### src/rtl/sat_pkg.sv
// Shared definitions for the SAT clause datapath.
//   NSAT_DEFAULT / LAW_DEFAULT : default literals per clause and literal address width
//   LIT_W                      : width of one literal (address plus negation bit)
//   NEG_BIT                    : position of the negation bit inside a literal
//   lit_width() / neg_pos()    : the same two quantities for any address width
package sat_pkg;
  localparam int NSAT_DEFAULT = 3;
  localparam int LAW_DEFAULT  = 11;
  localparam int LIT_W        = LAW_DEFAULT + 1;
  localparam int NEG_BIT      = LAW_DEFAULT;

  function automatic int lit_width(input int law);
    return law + 1;
  endfunction

  function automatic int neg_pos(input int law);
    return law;
  endfunction
endpackage

### src/rtl/clause_fifo_mem.sv
// Clause storage array: DEPTH entries of WIDTH bits.
//   clk        : write clock
//   we, waddr,
//   wdata      : synchronous write port
//   raddr      : asynchronous read address
//   rdata      : combinational read data
// Contents are never reset; the control logic only reads written entries.
module clause_fifo_mem #(
  parameter int DEPTH = 4,
  parameter int WIDTH = 36
) (
  input  logic                     clk,
  input  logic                     we,
  input  logic [$clog2(DEPTH)-1:0] waddr,
  input  logic [WIDTH-1:0]         wdata,
  input  logic [$clog2(DEPTH)-1:0] raddr,
  output logic [WIDTH-1:0]         rdata
);
  logic [WIDTH-1:0] mem [DEPTH];

  always_ff @(posedge clk) begin
    if (we) mem[waddr] <= wdata;
  end

  assign rdata = mem[raddr];
endmodule

### src/rtl/clause_literal_sequencer.sv
// Buffers whole clauses and replays them one literal at a time.
//   clk, reset, flush           : clock, synchronous active-high reset, synchronous clear
//   clause_valid_i/ready_o/i    : clause input handshake and flattened clause
//   lit_valid_o/lit_ready_i     : literal output handshake
//   literal_address_out,
//   literal_negation_bit_out,
//   literal_index_out,
//   last_literal_out            : fields of the current literal (0 when idle)
//   count_o                     : number of buffered clauses
//
// Handshake: a transfer happens on a rising edge where valid and ready are both
// high. valid never depends on ready; once raised, the presented data stays
// stable until the transfer completes. Both handshakes are ignored while reset
// or flush is asserted.
module clause_literal_sequencer
  import sat_pkg::*;
#(
  parameter int NSAT                  = NSAT_DEFAULT,
  parameter int LITERAL_ADDRESS_WIDTH = LAW_DEFAULT,
  parameter int DEPTH                 = 4
) (
  input  logic                                          clk,
  input  logic                                          reset,
  input  logic                                          flush,
  input  logic                                          clause_valid_i,
  output logic                                          clause_ready_o,
  input  logic [NSAT*(LITERAL_ADDRESS_WIDTH+1)-1:0]     clause_i,
  output logic                                          lit_valid_o,
  input  logic                                          lit_ready_i,
  output logic [LITERAL_ADDRESS_WIDTH-1:0]              literal_address_out,
  output logic                                          literal_negation_bit_out,
  output logic [((NSAT > 1) ? $clog2(NSAT) : 1)-1:0]    literal_index_out,
  output logic                                          last_literal_out,
  output logic [$clog2(DEPTH+1)-1:0]                    count_o
);
  localparam int LAW  = LITERAL_ADDRESS_WIDTH;
  localparam int LW   = lit_width(LAW);
  localparam int CW   = NSAT * LW;
  localparam int IW   = (NSAT > 1) ? $clog2(NSAT) : 1;
  localparam int PW   = $clog2(DEPTH);
  localparam int CNTW = $clog2(DEPTH + 1);

  logic [PW-1:0]   wr_ptr, rd_ptr;
  logic [CNTW-1:0] count;
  logic [IW-1:0]   idx;
  logic [CW-1:0]   head;
  logic [LW-1:0]   cur_lit;
  logic            push, lit_fire, at_last, pop, clear;

  clause_fifo_mem #(.DEPTH(DEPTH), .WIDTH(CW)) u_mem (
    .clk   (clk),
    .we    (push),
    .waddr (wr_ptr),
    .wdata (clause_i),
    .raddr (rd_ptr),
    .rdata (head)
  );

  assign clear    = reset | flush;
  // Ready is forced high during reset; any push it allows is dropped by clear.
  assign clause_ready_o = reset | (count != CNTW'(DEPTH));
  assign lit_valid_o    = (count != '0);

  assign push     = clause_valid_i & clause_ready_o & ~clear;
  assign at_last  = (idx == IW'(NSAT - 1));
  assign lit_fire = lit_valid_o & lit_ready_i & ~clear;
  assign pop      = lit_fire & at_last;

  always_ff @(posedge clk) begin
    if (clear) begin
      wr_ptr <= '0;
      rd_ptr <= '0;
      count  <= '0;
      idx    <= '0;
    end else begin
      if (push) wr_ptr <= wr_ptr + PW'(1);
      if (lit_fire) begin
        if (at_last) begin
          idx    <= '0;
          rd_ptr <= rd_ptr + PW'(1);
        end else begin
          idx <= idx + IW'(1);
        end
      end
      // Simultaneous push and pop leaves the count unchanged.
      case ({push, pop})
        2'b10:   count <= count + CNTW'(1);
        2'b01:   count <= count - CNTW'(1);
        default: count <= count;
      endcase
    end
  end

  assign cur_lit = head[int'(idx)*LW +: LW];
  assign count_o = count;

  assign literal_address_out      = lit_valid_o ? cur_lit[LAW-1:0] : '0;
  assign literal_negation_bit_out = lit_valid_o & cur_lit[neg_pos(LAW)];
  assign literal_index_out        = lit_valid_o ? idx : '0;
  assign last_literal_out         = lit_valid_o & at_last;
endmodule
### config.mk
export PLATFORM = sky130hd
export DESIGN_NAME = clause_literal_sequencer
export DESIGN_NICKNAME = d
export VERILOG_FILES = /design/src/rtl/sat_pkg.sv /design/src/rtl/clause_fifo_mem.sv /design/src/rtl/clause_literal_sequencer.sv
export SDC_FILE = /design/constraint.sdc
export NUM_CORES = 1
export LEC_CHECK = 0
export BUFFER_PORTS_ARGS = -buffer_cell sky130_fd_sc_hd__buf_4
export CORE_AREA = 2 2 91 180
export DETAILED_ROUTE_END_ITERATION = 12
export DIE_AREA = 0 0 93 182
export PLACE_DENSITY_LB_ADDON = 0.05
export SETUP_SLACK_MARGIN = 0.15
export SLEW_MARGIN = 0
export SYNTH_ARGS = -nofsm -noshare
export SYNTH_HDL_FRONTEND = slang
export SYNTH_SLANG_ARGS = --single-unit
### constraint.sdc
create_clock -name clk -period 5.1 [get_ports clk]
set_input_delay 0.51 -clock clk [delete_from_list [all_inputs] [get_ports clk]]
set_output_delay 0.51 -clock clk [all_outputs]
set_load 0.02 [all_outputs]
---- Word-level counts from Yosys, hierarchy flattened ----
Memories as Yosys holds them, arrays and structs flattened. A register that Yosys moved wholly into a read port is not among the register bits.
Cells that the tools add are included.
storage, ports and cells
  flip-flop bits (word level) ............. 9
  RAM bits ................................ 144
  output and inout port bits .............. 20
  bits in read-only memories .............. 0
  latch bits .............................. 0
  memories ................................ 1
  input port bits ......................... 41
cells by class
  mux-type cells .......................... 8
  $mul .................................... 1
  shift operators ......................... 1
  reduce and logical (&&, ||, !) cells .... 3
  eq/ne operators ......................... 4
  $lt $le $gt $ge ......................... 0
  add/sub/neg operators ................... 5
  divide/modulo/power cells ............... 0
  bitwise operators ....................... 10
memory list
  name       words  width  read ports  clocked after memory_dff  wr ports  RTL line               source
  u_mem.mem  4      36     1           1                         1         clause_fifo_mem.sv:19  logic [WIDTH-1:0] mem [DEPTH];
operators with widths
  cell                                                                    number
  36-bit by 7-bit variable part select with 12-bit output                 1
  11-bit 2-to-1 mux                                                       1
  2-bit 2-to-1 mux                                                        4
  1-bit AND                                                               7
  2-bit by 1-bit adder with 2-bit output (second input constant)          3
  3-bit one-hot mux with 2 select lines                                   1
  2-bit equality test (second input constant)                             2
  2-bit by 2-bit multiplier with 4-bit output (second input constant)     1
  3-bit by 1-bit adder with 3-bit output (second input constant)          1
  3-bit inequality test (second input constant)                           1
  3-bit nonzero test                                                      1
  3-bit by 1-bit subtractor with 3-bit output (second input constant)     1
  2-bit by 1-bit equality test with 1-bit output (second input constant)  1
  1-bit 2-to-1 mux                                                        2
  1-bit bitwise OR                                                        2
  2-bit AND reduction                                                     1
  2-bit nonzero test                                                      1
  1-bit NOT                                                               1

---- Longest topological paths before layout ----
  word-level depth ........................ 6
  depth in mapped cells ................... 9
  gate-level depth less buffers ........... 9

---- Cells and area by module ----
Synthesis repeated with hierarchy kept, for this count alone.
unflattened totals
  cell total of the unflattened synthesis .. 306
  area, all modules ....................... 6,097.1 um^2
by module, submodules not included
  module                    area an instance (um^2)  instances  cells an instance  seq. area each (um^2)
  clause_fifo_mem           5,280.1                  1          192                4,324.1
  clause_literal_sequencer  817.0                    1          114                180.2

---- Least setup slack after synthesis ----
OpenSTA, ideal clock, no wires.
  path type ............................... input -> register
  start point ............................. input port flush
  end point ............................... memory u_mem.mem[0][0] (enable)
  path buffers ............................ 0
  setup slack ............................. 2.652 ns
  stages .................................. 3
  arrival time ............................ 2.051 ns
  required time ........................... 4.703 ns
  cells stage by stage .................... or2_2 nor3_1 and2_1
between the ends
  word-level cells in the longest chain between the ends .. 5
RTL lines
  what                                    RTL line                        source
  start, declared                         clause_literal_sequencer.sv:24  input logic flush,
  1-bit bitwise OR                        clause_literal_sequencer.sv:59  assign clear = reset | flush;
  1-bit NOT                               clause_literal_sequencer.sv:64  assign push = clause_valid_i & clause_ready_o & ~clear;
  1-bit AND                               clause_literal_sequencer.sv:64
  1-bit 2-to-1 mux                        clause_fifo_mem.sv:22           if (we) mem[waddr] <= wdata;
  1-bit 2-to-1 mux (implied by the code)  clause_fifo_mem.sv:22
  end, declared                           clause_fifo_mem.sv:19
No other way between the ends.

==> metrics.md <==
| Metric | Value |
|---|---|
| Synth warn | 0 |
| Slew headroom | 0.272 |
| Ys flop type | edfxtp_1 |
| Initial antenna violation count | 0 |
| Slowest CP cell | dfxtp_2 |
| Global route hottest layer | met2 |
| CTS resizes | 0 |
| Post-CTS Hold Buffers | 0 |
| Die Y | 182 um |
| Vias in the first global route | 3286 |
| Initial core utilization | 0.392 |
| Seq/Total Area, Yosys | 0.743 |
| Hold Crit Class | in -> reg |
| Top-level port count | 61 |
| Setup crit end kind | output pin |
| Tot GR Track Use | 0.149 |
| Pwr dens | 364 nW/um^2 |
| Number of diodes | 0 |
| Crit-path max FO | 28 |
| Largest net degree at the start of global routing | 37 |
| H-tree levels | 4 |
| Combinational share of power | 0.026 |
| CTS sink cnt | 155 |
| Fin Setup TNS | 0 ns |
| Mapped Cells | 302 |
| GR Layer Usage met2 | 0.264 |
| Seq cells post-synth | 155 |
| GRT met3 Usage | 0.0407 |
| Top-area cell type share of the netlist area | 0.707 |
| Peak VDD IR | 0.217 mV |
| Yosys cell types | 36 |
| Layout cells sized above 1 | 0.351 |
| I/O Buffers | 60 |
| CP Data Required Time | 4.59 ns |
| Rows | 65 |
| Minimum clock period | 3.38 ns |
| Vias per cell | 5.15 |
| Placed Instances | 552 |
| Count leader, synth | edfxtp_1 |
| Full die area | 16900 um^2 |
| Skew final | 0.00688 ns |
| Post-DP HPWL | 7060 um |
| Core area | 15600 um^2 |
| Clock tree buffer depth | 2 |
| EDFF count, synth | 144 |
| Layout area overhead | 19.5% |
| Die width | 93 um |
| Total grt overflow | 0 |
| TritonCTS Buffers | 17 |
| Run status | finished, final reports clean |
| Post-synthesis average cell area | 20.3 um^2 |
| Clock Power Share | 0.446 |
| Final nets | 417 |
| Detail Route Antenna Nets | 0 |
| Synthesized Nets | 349 |
| Drt pass-1 iters | 4 |
| Area contributors post-synth | edfxtp_1 (71%), mux4_2 (11%), dfxtp_1 (3.6%) |
| Clock-pin slew on the worst setup and hold paths | 0.06 ns |
| Cell mode on critical path | buf_4 |
| Post-synthesis cell area | 6120 um^2 |
| Setup Crit Path Kind | reg -> out |
| Int Pwr | 2.11 mW |
| Post-synth ARST share | 0 |
| First-pass GRT wire length | 18300 um |
| WL final | 11700 um |
| Post-CTS setup buffers | 0 |
| Max-cap violations | 0 |
| P_sw | 0.546 mW |
| Final Hold Fails | 0 |
| Clock tree root driver cell | clkbuf_16 |
| Leak | 2.38 nW |
| Seq pwr share | 0.529 |
| Crit-path cells | buf_4 > mux4_1 > mux2i_1 > o22ai_1 > buf_4 |
| Setup crit start kind | flip-flop |
| Routability cong. | 0.687 |
| Worst Tran Pin Value | 1.09 ns |
| RSZ-0062 raised after global routing | false |
| # fillers | 1383 |
| Post-Layout Cell Count | 583 |
| Clock insertion delay at the later pin of the skew report | 0.41 ns |
| WP data arrival | 2.87 ns |
| GR Layer Usage met1 | 0.171 |
| Sw frac | 0.205 |
| Via count | 3004 |
| Final period utilization | 0.663 |
| Post-synth top cells | edfxtp_1 (144), mux4_2 (30), inv_1 (17), dfxtp_1 (11), mux2i_1 (11) |
| Detailed Route Iter0 Violations | 144 |
| DRC | 0 |
| CTS tree | built |
| Max Freq | 0.296 GHz |
| Post-synth top area cell | edfxtp_1 |
| Max stage delay on crit path | 0.98 ns |
| Post-detailed-route wirelength per cell | 20.0 um |
| Max Slew Vio Count | 0 |
| Final setup vio count | 0 |
## worst paths after layout
kind	start	endpoint	slack (ns)	cells past startpoint
max	flip-flop	literal_address_out[1]	1.72	5
min	clause_i[18]	u_mem.mem[1][18]	0.29	1
max reg2reg	idx[1]	count_o[2]	2.29	8
min reg2reg	rd_ptr[1]	rd_ptr[1]	0.52	2
## layout make-up
cell class / instances / area (um^2) / share of cell area
flip-flops and latches: 155 / 4550 / 0.622
multi-input cells: 117 / 1420 / 0.194
repair buffers: 62 / 465 / 0.0637
clock buffers: 17 / 425 / 0.0582
well taps: 201 / 251 / 0.0344
clock inverters: 14 / 138 / 0.0188
inverters: 17 / 63.8 / 0.00873
## stage by stage
stage	hold slack [ns]	total power, mW	area (um^2)	setup WS (ns)	util
final	0.292	2.66	7310	1.72	0.468
after global routing	0.270	2.75	7310	1.45	0.468
after CTS	0.275	2.69	7310	1.60	0.468
after detailed placement	0.494	1.50	6750	2.07	0.432
after global placement	0.484	1.50	6750	2.06	0.432
after floorplan	0.459	1.46	6120	2.65	-
## worst max-delay path: cells and delay by family, from the launching register on
kind                   cells  cell delay, ns
buffers and inverters      2            0.57
muxes                      2            0.76
DFF                        1            0.98
AOI/OAI and AO/OA          1            0.12
## layout by cell type, fill, tap and decap left out, types with 2 or more instances in the layout
cell / count
o22ai_1: 8
o2bb2ai_1: 4
nand2_1: 3
clkinv_4: 3
mux4_1: 5
or3_1: 4
or3b_2: 2
mux2_2: 2
nor2_1: 4
nand2b_1: 4
mux2i_1: 11
ha_1: 5
inv_1: 17
o31ai_1: 2
inv_6: 4
and2_2: 4
mux4_2: 30
nand3b_1: 2
buf_4: 62
edfxtp_1: 144
clkbuf_16: 17
o21ai_0: 5
nand3_1: 2
dfxtp_1: 10
a21oi_1: 9
clkinvlp_4: 4
xor2_1: 2
## power by group through the flow
stage / clock network (mW) / registers (mW) / logic (mW)
after CTS: 1.22 / 1.41 / 0.0706
after global routing: 1.27 / 1.41 / 0.0764
final: 1.18 / 1.41 / 0.0688
after detailed placement: 0 / 1.43 / 0.0704
after global placement: 0 / 1.43 / 0.0671
after floorplan: 0 / 1.43 / 0.0239
## layer usage
layer	up-vias	wire (um)
met2	64	6580
met5	-	0
li1	1365	-
met4	0	139
met1	1566	4510
met3	9	434
## sequential cells by signal (all words and copies together) (netlist names), named ones only
name,cells
count_o,3
idx,2
rd_ptr,2
u_mem.mem,144
wr_ptr,2
## logic make-up after synthesis
group                    Yosys count  share of synthesized area
adder cells (fa/ha/maj)            6                     0.0135
XOR/XNOR                           2                    0.00286
AO/OA/AOI/OAI                     30                     0.0313
AND/OR/NAND/NOR                   31                     0.0299
buffers and inverters             30                     0.0258
multiplexers                      48                      0.154
flip-flops                       155                      0.743
(Power assumes the default switching activity.)
